## config.mk

```make
export PLATFORM = sky130hd
export DESIGN_NAME = pc_sequencer_flat
export DESIGN_NICKNAME = d
export VERILOG_FILES = /design/src/rtl/pc_sequencer_if.sv /design/src/rtl/pc_sequencer.sv /design/src/flat_wrapper.sv
export SDC_FILE = /design/constraint.sdc
export NUM_CORES = 1
export LEC_CHECK = 0
export ABC_CLOCK_PERIOD_IN_PS = 5000
export BUFFER_PORTS_ARGS = -buffer_cell sky130_fd_sc_hd__buf_2
export CAP_MARGIN = 20
export CORE_UTILIZATION = 62
export DETAILED_ROUTE_END_ITERATION = 10
export PLACE_DENSITY = 0.81
export SYNTH_ARGS = -nofsm -noshare
export SYNTH_HDL_FRONTEND = slang
export SYNTH_SLANG_ARGS = --single-unit
```

## constraint.sdc

```tcl
create_clock -name CLK -period 5 [get_ports CLK]
set_clock_uncertainty 0.05 [all_clocks]
set_input_delay 1 -clock CLK [delete_from_list [all_inputs] [get_ports CLK]]
set_output_delay 1 -clock CLK [all_outputs]
set_load 0.01 [all_outputs]
```

## src/rtl/pc_sequencer_if.sv

```systemverilog
// pc_sequencer_if: groups the control-flow inputs and status outputs of the
// program-counter sequencer.
//   STALL     - hold all sequencer state when 1
//   FLOW_OP   - flow operation: SEQ, JUMP, BEQ, BNE, CALL, RET (110/111 act as SEQ)
//   ZERO      - ALU zero flag, qualifies BEQ/BNE
//   OFFSET    - two's-complement word offset for JUMP/branch/CALL targets
//   PC        - registered program counter
//   TAKEN     - next PC is not the sequential PC+4
//   RAS_EMPTY - return-address stack holds no entries
//   RAS_FULL  - return-address stack holds RAS_DEPTH entries
//   RAS_ERR   - sticky stack overflow/underflow flag
// The master modport is the instruction-issue side, slave is the sequencer.
interface pc_sequencer_if #(
   parameter int ADDR_W   = 32,
   parameter int OFFSET_W = 8
);
   logic                STALL;
   logic [2:0]          FLOW_OP;
   logic                ZERO;
   logic [OFFSET_W-1:0] OFFSET;
   logic [ADDR_W-1:0]   PC;
   logic                TAKEN;
   logic                RAS_EMPTY;
   logic                RAS_FULL;
   logic                RAS_ERR;

   modport master (
      output STALL, FLOW_OP, ZERO, OFFSET,
      input  PC, TAKEN, RAS_EMPTY, RAS_FULL, RAS_ERR
   );

   modport slave (
      input  STALL, FLOW_OP, ZERO, OFFSET,
      output PC, TAKEN, RAS_EMPTY, RAS_FULL, RAS_ERR
   );
endinterface

```

## src/rtl/pc_sequencer.sv

```systemverilog
// pc_sequencer: program-counter sequencer with a circular return-address stack.
//   CLK   - clock, all state updates on the rising edge
//   RESET - synchronous active-high reset, priority over STALL and FLOW_OP
//   bus   - pc_sequencer_if slave modport (STALL, FLOW_OP, ZERO, OFFSET in;
//           PC, TAKEN, RAS_EMPTY, RAS_FULL, RAS_ERR out)
// Next PC is PC+4 or PC+4+(OFFSET<<2), or the top of the return stack for RET.
// The stack keeps the most recent RAS_DEPTH return addresses; a CALL while
// full overwrites the oldest one and raises the sticky RAS_ERR.
module pc_sequencer #(
   parameter int ADDR_W    = 32,
   parameter int OFFSET_W  = 8,
   parameter int RAS_DEPTH = 4
) (
   input  logic           CLK,
   input  logic           RESET,
   pc_sequencer_if.slave  bus
);

   localparam int SP_W  = $clog2(RAS_DEPTH);
   localparam int CNT_W = SP_W + 1;

   typedef enum logic [2:0] {
      OP_SEQ  = 3'b000,
      OP_JUMP = 3'b001,
      OP_BEQ  = 3'b010,
      OP_BNE  = 3'b011,
      OP_CALL = 3'b100,
      OP_RET  = 3'b101
   } flow_op_t;

   // Branch target with plain modulo-2^ADDR_W wrap (no saturation).
   function automatic logic [ADDR_W-1:0] calc_target(
      input logic [ADDR_W-1:0]          seq,
      input logic signed [OFFSET_W-1:0] ofs
   );
      logic signed [ADDR_W-1:0] ofs_sx;
      ofs_sx = ADDR_W'(ofs);
      return seq + $unsigned(ofs_sx <<< 2);
   endfunction

   logic [ADDR_W-1:0]        pc_q;
   logic [ADDR_W-1:0]        ras_mem [RAS_DEPTH];
   logic [SP_W-1:0]          sp_q;
   logic [CNT_W-1:0]         cnt_q;
   logic                     err_q;

   logic signed [OFFSET_W-1:0] ofs_s;
   logic [ADDR_W-1:0]        seq_pc;
   logic [ADDR_W-1:0]        target;
   logic [ADDR_W-1:0]        top;
   logic [ADDR_W-1:0]        next_pc;
   logic                     ras_empty;
   logic                     ras_full;
   logic                     taken;
   logic                     do_push;
   logic                     do_pop;
   logic                     underflow;
   logic                     advance;
   flow_op_t                 op;

   assign ofs_s     = $signed(bus.OFFSET);
   assign ras_empty = (cnt_q == '0);
   assign ras_full  = (cnt_q == CNT_W'(RAS_DEPTH));
   assign top       = ras_mem[sp_q - SP_W'(1)];
   assign advance   = !RESET && !bus.STALL;

   always_comb begin
      seq_pc    = pc_q + ADDR_W'(4);
      target    = calc_target(seq_pc, ofs_s);
      next_pc   = seq_pc;
      taken     = 1'b0;
      do_push   = 1'b0;
      do_pop    = 1'b0;
      underflow = 1'b0;
      op        = flow_op_t'(bus.FLOW_OP);
      case (op)
         OP_JUMP: taken = 1'b1;
         OP_BEQ:  taken = bus.ZERO;
         OP_BNE:  taken = !bus.ZERO;
         OP_CALL: begin
            taken   = 1'b1;
            do_push = 1'b1;
         end
         OP_RET: begin
            // An empty-stack RET falls through to PC+4 and flags an error.
            if (!ras_empty) begin
               taken  = 1'b1;
               do_pop = 1'b1;
            end else begin
               underflow = 1'b1;
            end
         end
         default: taken = 1'b0;
      endcase
      if (taken) begin
         next_pc = (op == OP_RET) ? top : target;
      end
   end

   // Control state: PC, stack pointer, count and sticky error.
   always_ff @(posedge CLK) begin
      if (RESET) begin
         pc_q  <= '0;
         sp_q  <= '0;
         cnt_q <= '0;
         err_q <= 1'b0;
      end else if (!bus.STALL) begin
         pc_q <= next_pc;
         if (do_push) begin
            // sp_q always points at the next free slot; when full that slot
            // is the oldest entry, so the wrap overwrites it.
            sp_q <= sp_q + SP_W'(1);
            if (ras_full) begin
               err_q <= 1'b1;
            end else begin
               cnt_q <= cnt_q + CNT_W'(1);
            end
         end
         if (do_pop) begin
            sp_q  <= sp_q - SP_W'(1);
            cnt_q <= cnt_q - CNT_W'(1);
         end
         if (underflow) begin
            err_q <= 1'b1;
         end
      end
   end

   // Stack storage: data only, never cleared.
   always_ff @(posedge CLK) begin
      if (advance && do_push) begin
         ras_mem[sp_q] <= seq_pc;
      end
   end

   assign bus.PC        = pc_q;
   assign bus.TAKEN     = taken;
   assign bus.RAS_EMPTY = ras_empty;
   assign bus.RAS_FULL  = ras_full;
   assign bus.RAS_ERR   = err_q;

endmodule

```

## src/flat_wrapper.sv

```systemverilog
// flat-port wrapper written by rule: the top's interface ports become plain ports
module pc_sequencer_flat 
#(
   parameter int ADDR_W    = 32,
   parameter int OFFSET_W  = 8,
   parameter int RAS_DEPTH = 4
)
  (CLK, RESET, bus_STALL, bus_FLOW_OP, bus_ZERO, bus_OFFSET, bus_PC, bus_TAKEN, bus_RAS_EMPTY, bus_RAS_FULL, bus_RAS_ERR);
  pc_sequencer_if #(.ADDR_W(ADDR_W), .OFFSET_W(OFFSET_W)) bus_i ();
  input  logic CLK;
  input  logic RESET;
  input wire logic [$bits(bus_i.STALL)-1:0] bus_STALL;
  input wire logic [$bits(bus_i.FLOW_OP)-1:0] bus_FLOW_OP;
  input wire logic [$bits(bus_i.ZERO)-1:0] bus_ZERO;
  input wire logic [$bits(bus_i.OFFSET)-1:0] bus_OFFSET;
  output wire logic [$bits(bus_i.PC)-1:0] bus_PC;
  output wire logic [$bits(bus_i.TAKEN)-1:0] bus_TAKEN;
  output wire logic [$bits(bus_i.RAS_EMPTY)-1:0] bus_RAS_EMPTY;
  output wire logic [$bits(bus_i.RAS_FULL)-1:0] bus_RAS_FULL;
  output wire logic [$bits(bus_i.RAS_ERR)-1:0] bus_RAS_ERR;
  assign bus_i.STALL = bus_STALL;
  assign bus_i.FLOW_OP = bus_FLOW_OP;
  assign bus_i.ZERO = bus_ZERO;
  assign bus_i.OFFSET = bus_OFFSET;
  assign bus_PC = bus_i.PC;
  assign bus_TAKEN = bus_i.TAKEN;
  assign bus_RAS_EMPTY = bus_i.RAS_EMPTY;
  assign bus_RAS_FULL = bus_i.RAS_FULL;
  assign bus_RAS_ERR = bus_i.RAS_ERR;
  pc_sequencer #(.ADDR_W(ADDR_W), .OFFSET_W(OFFSET_W), .RAS_DEPTH(RAS_DEPTH)) u_core (.CLK(CLK), .RESET(RESET), .bus(bus_i));
endmodule
```

# Word-level counts from Yosys, hierarchy flattened
# Memory sizes are Yosys's and may differ from the RTL's.
# Index checks and enable logic that the tools add are counted.
# word_totals
in_bits,15
ramBits,128
wordCells,50
n_memories,1
reg_bits,38
output_inout_bits,36
# mem_list
name,words,width,rd,rd_ports_with_merged_regs,write_ports,line,rtl
u_core.ras_mem,4,32,1,0,1,pc_sequencer.sv:42,logic [ADDR_W-1:0] ras_mem [RAS_DEPTH];
# classes
n_reduce_logical,13
n_mux,18
eq_ne,7
bitwise_logic,1
add_sub_neg,6
# ops
operator,n
$mux W32,2
$add A32 B3 Y32 const B,1
$add A32 B32 Y32,1
$mux W1,10
$eq A3 B3 Y1 const B,3
$mux W3,3
$eq A3 B2 Y1 const B,2
$reduce_and A3 Y1,2
$reduce_bool A2 Y1,3
$mux W2,2
$pmux W1 S4,1
$add A3 B1 Y3 const B,1
$eq A3 B1 Y1 const B,1
$logic_not A1 Y1,3
$logic_not A3 Y1,1
$sub A3 B1 Y3 const B,1
$add A2 B1 Y2 const B,1
$logic_and A1 B1 Y1,2
$ne A2 B1 Y1 const B,1
$reduce_and A2 Y1,1
$reduce_or A2 Y1,1
$sub A2 B1 Y2 const B,1
$not A1 Y1,1

# Depth between registers and ports, before layout
# logic_depth
ltp_word,5
ltp_mapped,17
depth_no_buf,16

# Least setup slack after synthesis
# OpenSTA, ideal clock, no wires.
# synth_timing
kind,flip-flop to flip-flop
start,register u_core.pc_q[3] (netlist: u_core.bus.PC[3])
end,register u_core.pc_q[31] (netlist: u_core.bus.PC[31])
path_slack_ps,1364
path_stages_with_launch,18
setup_ps,135
t_required_ps,4815
synth_period_minus_slack_ps,3636
path_buffers,1
arrival_time_ps,3451
cell_sequence,dfxtp_1 -> ha_1 -> and4_1 -> nand4_1 -> or2_2 -> nor2_1 -> xor2_1 -> ha_1 -> buf_4 -> a21oi_1 -> o211ai_1 -> nand2_1 -> a32oi_1 -> nand2_1 -> o311a_1 -> mux2i_1 -> mux2i_1 -> o32ai_1
# synth_via
elab_chain_len,4
# synth_rtl
element,line,rtl
"start, declared",pc_sequencer.sv:41,logic [ADDR_W-1:0] pc_q;
"start signal, assigned",pc_sequencer.sv:108,pc_q <= next_pc;
$add A32 B3 Y32,pc_sequencer.sv:68,seq_pc = pc_q + ADDR_W'(4);
named net u_core.seq_pc[20],pc_sequencer.sv:48,logic [ADDR_W-1:0] seq_pc;
$add A32 B32 Y32,pc_sequencer.sv:38,return seq + $unsigned(ofs_sx <<< 2);
$mux W32,pc_sequencer.sv:96,next_pc = (op == OP_RET) ? top : target;
$mux W32,pc_sequencer.sv:95,if (taken) begin
# The timed path passes the listed nets, and every way through them passes these cells.
# A chain may end at the register's enable or synchronous reset.

# Worst setup path after layout
# layout_timing
start,register u_core.pc_q[2] (netlist: u_core.bus.PC[2])
end,register u_core.pc_q[31] (netlist: u_core.bus.PC[31])
# The elaborated chain is that of the path after synthesis.

==> summary.md <==
| Metric | Value |
|---|---|
| Status | finished clean |
| Critical Path Start | u_core.bus.PC[2] |
| Io pins | a little over 50 |
| Antenna Nets Post-Route | 0 |
| Slew margin rel. | 0.488 |
| Die Wd | 123 um |
| Post-layout min period | about 4.3 ns |
| Critical path type | flip-flop to flip-flop |
| Post-synth ARST share | 0 |
| Mapped Nets | about 840 |
| Prevailing post-synth register cell | edfxtp_1 |
| Number of buffers added on ports | 50 |
| Total CTS buffers | 17 |
| Post-Syn Instances | 785 |
| Count of unique library cells instantiated by Yosys | 75 |
| Placed inst area | 9530 sq um |
| Avg Cell Area, Syn | 11.6 sq um |
| Sw Ratio | 0.282 |
| Slew @ Worst Pin | 0.765 ns |
| Post-synth EDFFs | 128 |
| Worst Setup Start Kind | flip-flop |
| Critical path capture point type | flip-flop |
| Cts repair resizes | 0 |
| Nets | around 880 |
| Gr usage total | 0.319 |
| Post-CTS Setup Inserts | 0 |
| Share of post-route cells with drive strength above 1 | 0.184 |
| Final setup viols | 0 |
| Hold-fix buffers, CTS | 0 |
| Crit path arrival time | 4.55 ns |
| Placer Congestion | roughly 0.92 |
| Area of the die | about 15000 sq um |
| Post-Route Utilization | 0.716 |
| Total power | approximately 3.4 mW |
| Final period util | 0.863 |
| Clock Tree Root | clkbuf_16 |
| Power Dens Cells | roughly 340 nW/um^2 |
| Max FO, Critical Path | 11 |
| Yosys top cell area share | 0.421 |
| Clock transition at the registers of the reported paths | 0.07 ns |
| Area leader, netlist | edfxtp_1 |
| Ranking of synthesized cells by area | edfxtp_1 42%, dfxtp_1 8.3%, mux4_2 7.9%, ha_1 5.5%, a21oi_1 3.2% |
| Inserted Diodes | 0 |
| Largest net degree at the start of global routing | between 50 and 60 |
| Fin. max-slew vios | 0 |
| Total grt overflow | 0 |
| Peak supply drop | 271 uV |
| Initial core utilization | 0.647 |
| Synth Register Bits | 166 |
| Vias in the first global route | 6532 |
| Setup TNS | 0 ns |
| Min Hold Slack | 0.421 ns |
| Finished Cell Area | approximately 10000 sq um |
| Worst EP required | 5.24 ns |
| First-pass GRT wire length | ~35000 um |
| Lkg Pwr | 3.84 nW |
| Hold crit path type | flip-flop to flip-flop |
| Comb pwr share | 0.171 |
| Post-Synthesis Cell Area | 9120 sq um |
| Wirelength per Cell | 22.5 um |
| Antenna violations before repair | 0 |
| FMAX | 232 MHz |
| RSZ-0062 raised after global routing | false |
| Hold_sp | u_core.bus.RAS_ERR |
| Routed via count | between 6k and 7k |
| CTS Sinks | 166 |
| Routed WL | 22900 um |
| CTS tree | yes |
| Clock buffer depth | 2 |
| Reg power frac | 0.462 |
| Core area | between 10000 and 15000 sq um |
| DRT Pass-1 Iters | 6 |
| H-Tree Depth | 4 |
| Fin. Hold Viols | 0 |
| Crit Reg-Reg Startpoint | u_core.bus.PC[2] |
| Clk network pwr share | 0.367 |
| Initial DRC Count | 854 |
| Sw power | 0.958 mW |
| DRC viols | 0 |
| Synth Warn # | 0 |
| Most common cell in the netlist | edfxtp_1 |
| Post-synthesis sequential area ratio | 0.505 |
| Pint | 2.44 mW |
| DP Wirelength | 15200 um |
| Die Ht | 123 um |
| Vias per inst | 6.73 |
| Area delta synth->final | 10.6% |
| Max Cap Violations | 0 |
| Most common library cells after synthesis | 128 x edfxtp_1, 69 x nor2_1, 60 x nand2_1, 59 x a21oi_1, 40 x ha_1 |
| Clk Latency, worst-skew pair | 0.44 ns |
| # rows | 43 |
flip-flops by register name (all words and copies together) (netlist names):
name,count
u_core.bus.PC,32
u_core.bus.RAS_ERR,1
u_core.cnt_q,3
u_core.ras_mem,128
u_core.sp_q,2
path summary, 6_finish.rpt:
kind	slack, ns	depth (start not counted)	to
worst min register to register	0.42	2	u_core.bus.RAS_ERR
worst max register to register	0.69	16	u_core.bus.PC[31]
worst max-delay path	0.69	16	u_core.bus.PC[31]
worst min-delay path	0.42	2	u_core.bus.RAS_ERR
power groups by stage:
| stage | Clock [mW] | Sequential (mW) | Combinational, mW |
|---|---|---|---|
| after detailed placement | 0 | 1.60 | 0.563 |
| after CTS | 1.26 | 1.57 | 0.569 |
| after floorplan | 0 | 1.59 | 0.418 |
| final | 1.25 | 1.57 | 0.581 |
| after global routing | 1.31 | 1.58 | 0.630 |
| after global placement | 0 | 1.60 | 0.547 |
layout make-up:
type,instances,area (sq um)
clock inverters,13,123
flip-flops and latches,166,4610
fillers,966,4010
inverters,12,45.0
multi-input cells,561,4270
well taps,180,225
repair buffers,67,390
clock buffers,19,433
per-stage QoR:
| step | setup WS [ns] | instances |
|---|---|---|
| CTS | 0.723 | 1018 |
| global route | 0.341 | 1018 |
| floorplan | 1.36 | 785 |
| global placement | 0.966 | 986 |
| finish | 0.686 | 1018 |
| detailed placement | 0.727 | 986 |
worst max-delay path, cell delays in order, from the launching register on:
cell and delay [ns]:
dfxtp_1 0.42, ha_1 0.31, and4_1 0.29, nand4_1 0.20, or2_2 0.38, nor3_1 0.22
xor2_1 0.38, ha_1 0.42, a21o_1 0.22, a21oi_2 0.18, nand2_1 0.07, nand4b_1 0.20
nand2_1 0.12, o311a_1 0.17, mux2i_1 0.23, mux2i_1 0.23, o32ai_1 0.10
logic make-up after synthesis:
group,synth area share
buffers and inverters,0.0277
XOR/XNOR,0.0546
multiplexers,0.0823
adder cells (fa/ha/maj),0.0593
AND/OR/NAND/NOR,0.135
AO/OA/AOI/OAI,0.136
flip-flops,0.505
per-layer routing:
layer,wire (um),up-vias,track usage
li1,-,3070,-
met5,0,-,0
met2,11000,362,0.509
met4,455,0,0.106
met1,9460,3366,0.433
met3,1980,53,0.0706
placed cells by master (no fill, tap or decap), types with 6 or more instances in the layout:
master / synthesis / routed
ha_1: 40 / 40
xnor2_1: 32 / 32
edfxtp_1: 128 / 128
buf_2: 9 / 50
a21o_1: 25 / 25
a31oi_1: 9 / 9
nor3_1: 13 / 13
mux4_2: 32 / 32
nor2b_1: 7 / 7
nand2_1: 60 / 60
inv_1: 11 / 11
clkbuf_16: 0 / 17
nand4_1: 16 / 16
buf_4: 6 / 16
a21oi_1: 59 / 59
o21ai_1: 6 / 6
dfxtp_1: 38 / 37
o211ai_1: 6 / 6
nor2_1: 69 / 69
nand2b_1: 7 / 7
and3_1: 11 / 11
o21ai_0: 23 / 23
a211o_1: 6 / 6
a211oi_1: 10 / 10
xor2_1: 23 / 23
nand3_1: 23 / 23
Power figures use the tool's default switching activity.
